==> src/rtl/alu_entry_ctrl_if.sv <==
// Board/ALU-side signal bundle for the ALU entry controller.
// The controller takes the slave view: it receives switches, raw keys and
// the ALU's combinational result, and drives operands, opcode, the latched
// result and the display blanking controls.
interface alu_entry_ctrl_if;
    logic [5:0] sw;
    logic       key_enter_n;
    logic       key_clear_n;
    logic [5:0] alu_result;
    logic       alu_ovf;
    logic [5:0] a_out;
    logic [5:0] b_out;
    logic [2:0] op_out;
    logic [5:0] res_out;
    logic       ovf_out;
    logic       blank_a;
    logic       blank_b;
    logic       blank_r;
    logic [2:0] state_out;

    modport master (
        output sw, key_enter_n, key_clear_n, alu_result, alu_ovf,
        input  a_out, b_out, op_out, res_out, ovf_out,
        input  blank_a, blank_b, blank_r, state_out
    );

    modport slave (
        input  sw, key_enter_n, key_clear_n, alu_result, alu_ovf,
        output a_out, b_out, op_out, res_out, ovf_out,
        output blank_a, blank_b, blank_r, state_out
    );
endinterface

==> src/rtl/alu_entry_ctrl.sv <==
// Operand/opcode entry sequencer for a 6-bit two's-complement ALU.
// Debounces the enter/clear keys, walks A -> B -> opcode -> execute -> show,
// lets the field being edited follow the switches live, latches the ALU
// result and produces per-field blink blanking for the display.
module alu_entry_ctrl #(
    parameter int DEBOUNCE_CYCLES = 500000,
    parameter int BLINK_CYCLES    = 12500000
) (
    input  logic            clk,
    input  logic            reset_n,
    alu_entry_ctrl_if.slave bus
);

    typedef enum logic [2:0] {
        ST_ENTER_A  = 3'd0,
        ST_ENTER_B  = 3'd1,
        ST_ENTER_OP = 3'd2,
        ST_EXEC     = 3'd3,
        ST_SHOW     = 3'd4
    } state_t;

    localparam int DW = $clog2(DEBOUNCE_CYCLES);
    localparam int BW = $clog2(BLINK_CYCLES);
    localparam logic [DW-1:0] DEB_LAST   = DW'(DEBOUNCE_CYCLES - 1);
    localparam logic [BW-1:0] BLINK_LAST = BW'(BLINK_CYCLES - 1);

    // Key index 0 is enter, index 1 is clear.
    localparam int K_ENTER = 0;
    localparam int K_CLEAR = 1;

    logic [1:0]          key_raw_s;
    logic [1:0]          key_meta_r;
    logic [1:0]          key_sync_r;
    logic [1:0]          key_deb_r;
    logic [1:0]          key_press_r;
    logic [1:0][DW-1:0]  deb_cnt_r;

    logic                enter_s;
    logic                clear_s;

    state_t              state_r;
    state_t              state_next_s;

    logic [5:0]          a_r;
    logic [5:0]          b_r;
    logic [2:0]          op_r;
    logic [5:0]          res_r;
    logic                ovf_r;

    logic [BW-1:0]       blink_cnt_r;
    logic [BW-1:0]       blink_cnt_next_s;
    logic                phase_r;
    logic                phase_next_s;

    logic                blank_a_r;
    logic                blank_b_r;
    logic                blank_r_r;

    assign key_raw_s = {bus.key_clear_n, bus.key_enter_n};

    // Two-flop synchronizer bringing the asynchronous keys into the clk domain.
    always_ff @(posedge clk or negedge reset_n) begin
        if (!reset_n) begin
            key_meta_r <= 2'b11;
            key_sync_r <= 2'b11;
        end else begin
            key_meta_r <= key_raw_s;
            key_sync_r <= key_meta_r;
        end
    end

    // Debounce each key and emit a one-cycle pulse on an accepted press (1->0).
    always_ff @(posedge clk or negedge reset_n) begin
        if (!reset_n) begin
            key_deb_r   <= 2'b11;
            key_press_r <= 2'b00;
            deb_cnt_r   <= {2{{DW{1'b0}}}};
        end else begin
            for (int i = 0; i < 2; i++) begin
                key_press_r[i] <= 1'b0;
                if (key_sync_r[i] == key_deb_r[i]) begin
                    deb_cnt_r[i] <= {DW{1'b0}};
                end else if (deb_cnt_r[i] == DEB_LAST) begin
                    // Stable long enough: accept the new level; only a
                    // falling edge counts as a press, release is silent.
                    deb_cnt_r[i]   <= {DW{1'b0}};
                    key_deb_r[i]   <= key_sync_r[i];
                    key_press_r[i] <= ~key_sync_r[i];
                end else begin
                    deb_cnt_r[i] <= deb_cnt_r[i] + {{(DW-1){1'b0}}, 1'b1};
                end
            end
        end
    end

    assign enter_s = key_press_r[K_ENTER];
    assign clear_s = key_press_r[K_CLEAR];

    // Next-state logic; clear overrides enter, and EXEC ignores enter.
    always_comb begin
        state_next_s = state_r;
        if (clear_s) begin
            state_next_s = ST_ENTER_A;
        end else begin
            case (state_r)
                ST_ENTER_A: begin
                    if (enter_s) state_next_s = ST_ENTER_B;
                    else         state_next_s = ST_ENTER_A;
                end
                ST_ENTER_B: begin
                    if (enter_s) state_next_s = ST_ENTER_OP;
                    else         state_next_s = ST_ENTER_B;
                end
                ST_ENTER_OP: begin
                    if (enter_s) state_next_s = ST_EXEC;
                    else         state_next_s = ST_ENTER_OP;
                end
                ST_EXEC: begin
                    state_next_s = ST_SHOW;
                end
                ST_SHOW: begin
                    if (enter_s) state_next_s = ST_ENTER_A;
                    else         state_next_s = ST_SHOW;
                end
                default: begin
                    state_next_s = ST_ENTER_A;
                end
            endcase
        end
    end

    // State register.
    always_ff @(posedge clk or negedge reset_n) begin
        if (!reset_n) begin
            state_r <= ST_ENTER_A;
        end else begin
            state_r <= state_next_s;
        end
    end

    // Operand/opcode capture on enter, result capture on leaving EXEC, clear wipes all.
    always_ff @(posedge clk or negedge reset_n) begin
        if (!reset_n) begin
            a_r   <= 6'd0;
            b_r   <= 6'd0;
            op_r  <= 3'd0;
            res_r <= 6'd0;
            ovf_r <= 1'b0;
        end else if (clear_s) begin
            a_r   <= 6'd0;
            b_r   <= 6'd0;
            op_r  <= 3'd0;
            res_r <= 6'd0;
            ovf_r <= 1'b0;
        end else begin
            case (state_r)
                ST_ENTER_A: begin
                    if (enter_s) a_r <= bus.sw;
                end
                ST_ENTER_B: begin
                    if (enter_s) b_r <= bus.sw;
                end
                ST_ENTER_OP: begin
                    if (enter_s) op_r <= bus.sw[2:0];
                end
                ST_EXEC: begin
                    // ALU settles within one cycle of the operands being held.
                    res_r <= bus.alu_result;
                    ovf_r <= bus.alu_ovf;
                end
                default: begin
                    a_r <= a_r;
                end
            endcase
        end
    end

    // Blink counter next value; restarts from phase 0 on any state change or clear.
    always_comb begin
        blink_cnt_next_s = blink_cnt_r;
        phase_next_s     = phase_r;
        if (clear_s || (state_next_s != state_r)) begin
            blink_cnt_next_s = {BW{1'b0}};
            phase_next_s     = 1'b0;
        end else if (blink_cnt_r == BLINK_LAST) begin
            blink_cnt_next_s = {BW{1'b0}};
            phase_next_s     = ~phase_r;
        end else begin
            blink_cnt_next_s = blink_cnt_r + {{(BW-1){1'b0}}, 1'b1};
            phase_next_s     = phase_r;
        end
    end

    // Blink counter and phase registers.
    always_ff @(posedge clk or negedge reset_n) begin
        if (!reset_n) begin
            blink_cnt_r <= {BW{1'b0}};
            phase_r     <= 1'b0;
        end else begin
            blink_cnt_r <= blink_cnt_next_s;
            phase_r     <= phase_next_s;
        end
    end

    // Registered blanking, computed from next state/phase so it lines up with state_r.
    always_ff @(posedge clk or negedge reset_n) begin
        if (!reset_n) begin
            blank_a_r <= 1'b0;
            blank_b_r <= 1'b0;
            blank_r_r <= 1'b0;
        end else begin
            blank_a_r <= (state_next_s == ST_ENTER_A) && phase_next_s;
            blank_b_r <= (state_next_s == ST_ENTER_B) && phase_next_s;
            blank_r_r <= (state_next_s != ST_SHOW);
        end
    end

    // The field being edited follows the switches live; otherwise show the latch.
    assign bus.a_out     = (state_r == ST_ENTER_A)  ? bus.sw      : a_r;
    assign bus.b_out     = (state_r == ST_ENTER_B)  ? bus.sw      : b_r;
    assign bus.op_out    = (state_r == ST_ENTER_OP) ? bus.sw[2:0] : op_r;
    assign bus.res_out   = res_r;
    assign bus.ovf_out   = ovf_r;
    assign bus.blank_a   = blank_a_r;
    assign bus.blank_b   = blank_b_r;
    assign bus.blank_r   = blank_r_r;
    assign bus.state_out = state_r;

endmodule
==> src/flat_wrapper.sv <==
// flat-port wrapper written by rule: the top's interface ports become plain ports
module alu_entry_ctrl_flat 
#(
    parameter int DEBOUNCE_CYCLES = 500000,
    parameter int BLINK_CYCLES    = 12500000
)
  (clk, reset_n, bus_sw, bus_key_enter_n, bus_key_clear_n, bus_alu_result, bus_alu_ovf, bus_a_out, bus_b_out, bus_op_out, bus_res_out, bus_ovf_out, bus_blank_a, bus_blank_b, bus_blank_r, bus_state_out);
  alu_entry_ctrl_if bus_i ();
  input  logic clk;
  input  logic reset_n;
  input wire logic [$bits(bus_i.sw)-1:0] bus_sw;
  input wire logic [$bits(bus_i.key_enter_n)-1:0] bus_key_enter_n;
  input wire logic [$bits(bus_i.key_clear_n)-1:0] bus_key_clear_n;
  input wire logic [$bits(bus_i.alu_result)-1:0] bus_alu_result;
  input wire logic [$bits(bus_i.alu_ovf)-1:0] bus_alu_ovf;
  output wire logic [$bits(bus_i.a_out)-1:0] bus_a_out;
  output wire logic [$bits(bus_i.b_out)-1:0] bus_b_out;
  output wire logic [$bits(bus_i.op_out)-1:0] bus_op_out;
  output wire logic [$bits(bus_i.res_out)-1:0] bus_res_out;
  output wire logic [$bits(bus_i.ovf_out)-1:0] bus_ovf_out;
  output wire logic [$bits(bus_i.blank_a)-1:0] bus_blank_a;
  output wire logic [$bits(bus_i.blank_b)-1:0] bus_blank_b;
  output wire logic [$bits(bus_i.blank_r)-1:0] bus_blank_r;
  output wire logic [$bits(bus_i.state_out)-1:0] bus_state_out;
  assign bus_i.sw = bus_sw;
  assign bus_i.key_enter_n = bus_key_enter_n;
  assign bus_i.key_clear_n = bus_key_clear_n;
  assign bus_i.alu_result = bus_alu_result;
  assign bus_i.alu_ovf = bus_alu_ovf;
  assign bus_a_out = bus_i.a_out;
  assign bus_b_out = bus_i.b_out;
  assign bus_op_out = bus_i.op_out;
  assign bus_res_out = bus_i.res_out;
  assign bus_ovf_out = bus_i.ovf_out;
  assign bus_blank_a = bus_i.blank_a;
  assign bus_blank_b = bus_i.blank_b;
  assign bus_blank_r = bus_i.blank_r;
  assign bus_state_out = bus_i.state_out;
  alu_entry_ctrl #(.DEBOUNCE_CYCLES(DEBOUNCE_CYCLES), .BLINK_CYCLES(BLINK_CYCLES)) u_core (.clk(clk), .reset_n(reset_n), .bus(bus_i));
endmodule
==> config.mk <==
export PLATFORM = sky130hd
export DESIGN_NAME = alu_entry_ctrl_flat
export DESIGN_NICKNAME = d
export VERILOG_FILES = /design/src/rtl/alu_entry_ctrl_if.sv /design/src/rtl/alu_entry_ctrl.sv /design/src/flat_wrapper.sv
export SDC_FILE = /design/constraint.sdc
export NUM_CORES = 1
export LEC_CHECK = 0
export BUFFER_PORTS_ARGS = -buffer_cell sky130_fd_sc_hd__buf_2
export CORE_MARGIN = 3
export CORE_UTILIZATION = 35
export DETAILED_ROUTE_END_ITERATION = 10
export GPL_TIMING_DRIVEN = 0
export PLACE_DENSITY = 0.56
export SLEW_MARGIN = 20
export SYNTH_ARGS = -nofsm -noshare
export SYNTH_HDL_FRONTEND = slang
export SYNTH_SLANG_ARGS = --single-unit
==> constraint.sdc <==
create_clock -name clk -period 2.3 [get_ports clk]
set_input_delay 0.23 -clock clk [delete_from_list [all_inputs] [get_ports clk]]
set_output_delay 0.23 -clock clk [all_outputs]
set_load 0.03 [all_outputs]
==> impl_metrics.ini <==
[cells_and_area]
diodes = 0
fin_cells = 704
drive_gt1_share_pct = 20.5
synthToLayoutAreaGrowth_pct = 17.0
layout.nets = 545
final_cell_mix = dfrtp_1 (93), nor2_1 (73), buf_2 (49)
stdcell_area_um2 = 5640
final_common_cell = dfrtp_1
fin_util_pct = 42.2

[logic_synthesis]
netlist.area_leader.share_pct = 48.3
ys_top_cells_by_area = dfrtp_1 (48%), nor2_1 (5.7%), xor2_1 (4.7%)
synth_top_area_cell = dfrtp_1
synthFlopType = dfrtp_1
synth_edf_count = 0
ys_async_sr_fraction_pct = 100
yosysUniqueCellTypes = 45
ys_warn_count = 0
ys_seq_area_share_pct = 51.6
ys_ff_latch = 99
synth_nets = 483
avgSynthCellArea_um2 = 10.4
synth_area_um2 = 4820
syn-instance-count = 463

[placed_design]
placed_cells = 684
place_congestion = 0.831
place_area_um2 = 5290
place_hpwl_um = 6640
io_buffers = 44

[routing]
drtIter0Drc = 126
ant_nets = 0
wl_per_cell_um = 13.6
drc = 0
vias = 3548
first_pass_iters = 4
finalWirelength_um = 9540
vias_per_cell = 5.04

[hold_path]
hp-class = input port to flop

[timing]
whs_ns = 0.135
slew-limit-headroom_pct = 54.6
hold_violations = 0
fmax_ghz = 0.454
period_minus_slack_ns = 2.20
fin_crit_sh_pct = 95.7
finalMaxSlewViolations = 0
rsz0062_at_grt = false
finalSetupViolations = 0
max_slew.worst_pin.slew_ns = 0.681
finClkSkew_ns = 0.00361

[critical_path]
slowest_delay_ns = 0.59
crit_chain = or4b_1, or4_4, o21ai_4, buf_6, nor2_1
cp-end-kind = flop
critPathMaxFanout = 10
critPathArrivalTime_ns = 2.43
critPathLaunchType = flop
cp.required_ns = 2.53
cpMaxStageDelayCell = or4_4
path_class = flop to flop

[floorplan]
rows = 42
core-area_um2 = 13300
dieArea_um2 = 15200
die_x_um = 123
io_pins = 45
initial_core_util_pct = 36.1
die_h_um = 123

[global_route]
grt_pass1_vias = 3569
track_usage_pct = 13.6
grt_pass1_wl_um = 16500
grt_overflow_total = 0
grt_max_degree = 61
antenna_found_initial = 0

[power]
powerDensity_nw_per_um2 = 577
ir_drop_v = 0.000352
p_leak_nw = 2.51

[clock_network]
cts.htree.levels = 3
numCtsBuffers = 9
tritoncts = yes
clockBufferDepth = 2
clock-root-buffer = clkbuf_16
path_clk_slew_ns = 0.06
cts.sinks = 99
clock_latency_ns = 0.34

[run_status]
status = complete, no violations

[run]
cap_violations = 0
-- per-stage QoR --
step | setup TNS (ns) | worst slack, ns | power [mW]
detailed placement | -2.06 | -0.135 | 1.95
finish | 0 | 0.0995 | 3.25
CTS | 0 | 0.0205 | 3.32
global route | 0 | 0.00111 | 3.40
global placement | -8.45 | -0.0925 | 1.95
floorplan | 0 | 0.293 | 1.87
-- metal layers --
layer  track usage (%)  part of all wire (%)  vias to the layer above  routed length, µm
met4              5.26                   1.6                        0                148
met5                 0                     0                        -                  0
li1                  -                     -                     1758                  -
met1              17.3                    48                     1747               4580
met3              3.06                   3.0                       12                283
met2              22.7                    47                       31               4530
-- worst max-delay path: cells and delay by family (launching register included) --
kind / cells / cell delay (ns)
flip-flops: 1 / 0.46
AND/OR/NAND/NOR: 3 / 1.14
buffers and inverters: 1 / 0.19
AO/OA/AOI/OAI: 1 / 0.31
-- flip-flops by register name (all words and copies together), names as in the netlist --
signal,cells
u_core.a_r,6
u_core.b_r,6
u_core.blink_cnt_r,24
u_core.bus.blank_a,1
u_core.bus.blank_b,1
u_core.bus.blank_r,1
u_core.bus.ovf_out,1
u_core.bus.res_out,6
u_core.bus.state_out,3
u_core.deb_cnt_r,38
u_core.key_deb_r,2
u_core.key_meta_r,2
u_core.key_press_r,2
u_core.key_sync_r,2
u_core.op_r,3
u_core.phase_r,1
-- cell type report --
class / instances / area (µm²)
timing repair buffer: 51 / 307
buffer: 21 / 97.6
sequential: 99 / 2480
fill: 1312 / 7710
tap: 176 / 220
clock buffer: 11 / 233
multi-input combinational: 335 / 2250
clock inverter: 3 / 17.5
inverter: 8 / 30.0
-- logic make-up after synthesis --
| kind of cell | share of synthesized area (%) |
|---|---|
| compound gates | 5.66 |
| xor+xnor | 7.82 |
| fa+ha+maj | 0.779 |
| buf+inv | 2.57 |
| flops | 51.6 |
| mux | 8.55 |
| simple gates | 23.0 |
-- final timing paths --
kind	depth (start not counted)	slack (ns)	end	start
min in group asynchronous	2	0.37	u_core.blink_cnt_r[22]	reset_n
worst max-delay path	5	0.1	u_core.deb_cnt_r[14]	u_core.deb_cnt_r[6]
worst max register to register	5	0.1	u_core.deb_cnt_r[14]	u_core.deb_cnt_r[6]
worst min register to register	0	0.36	u_core.key_sync_r[1]	u_core.key_meta_r[1]
worst min-delay path	3	0.14	u_core.bus.res_out[4]	bus_alu_result[4]
max in group asynchronous	3	1.27	u_core.key_meta_r[0]	reset_n
-- synth_stat cells (all sizes together) (3+ instances only) --
cell type,number
xnor2,17
o31ai,6
buf,8
nor2,73
dfstp,6
or2,3
or4,10
and2,7
clkbuf,13
nor3b,4
o21ai,13
or3,11
mux2i,22
xor2,26
nand2,23
and3,4
inv,8
a21oi,20
nor2b,3
nor4,7
and4,8
dfrtp,93
nand3,17
nor3,6
ha,3
mux2,17
nand4,20
-- report_power, final --
part | internal (mW) | switching (mW)
logic | 0.0480 | 0.0976
registers | 1.76 | 0.0136
clock network | 0.718 | 0.612
-- repair_timing --
action	4_1_cts	5_1_grt
buffers inserted	0	3
hold endpoints to repair	41	0
hold buffers	3	0
pin swaps	0	2
endpoints found under the setup margin	38	34
resized for setup	8	3
No activity file was read; power rests on OpenSTA's default activity.
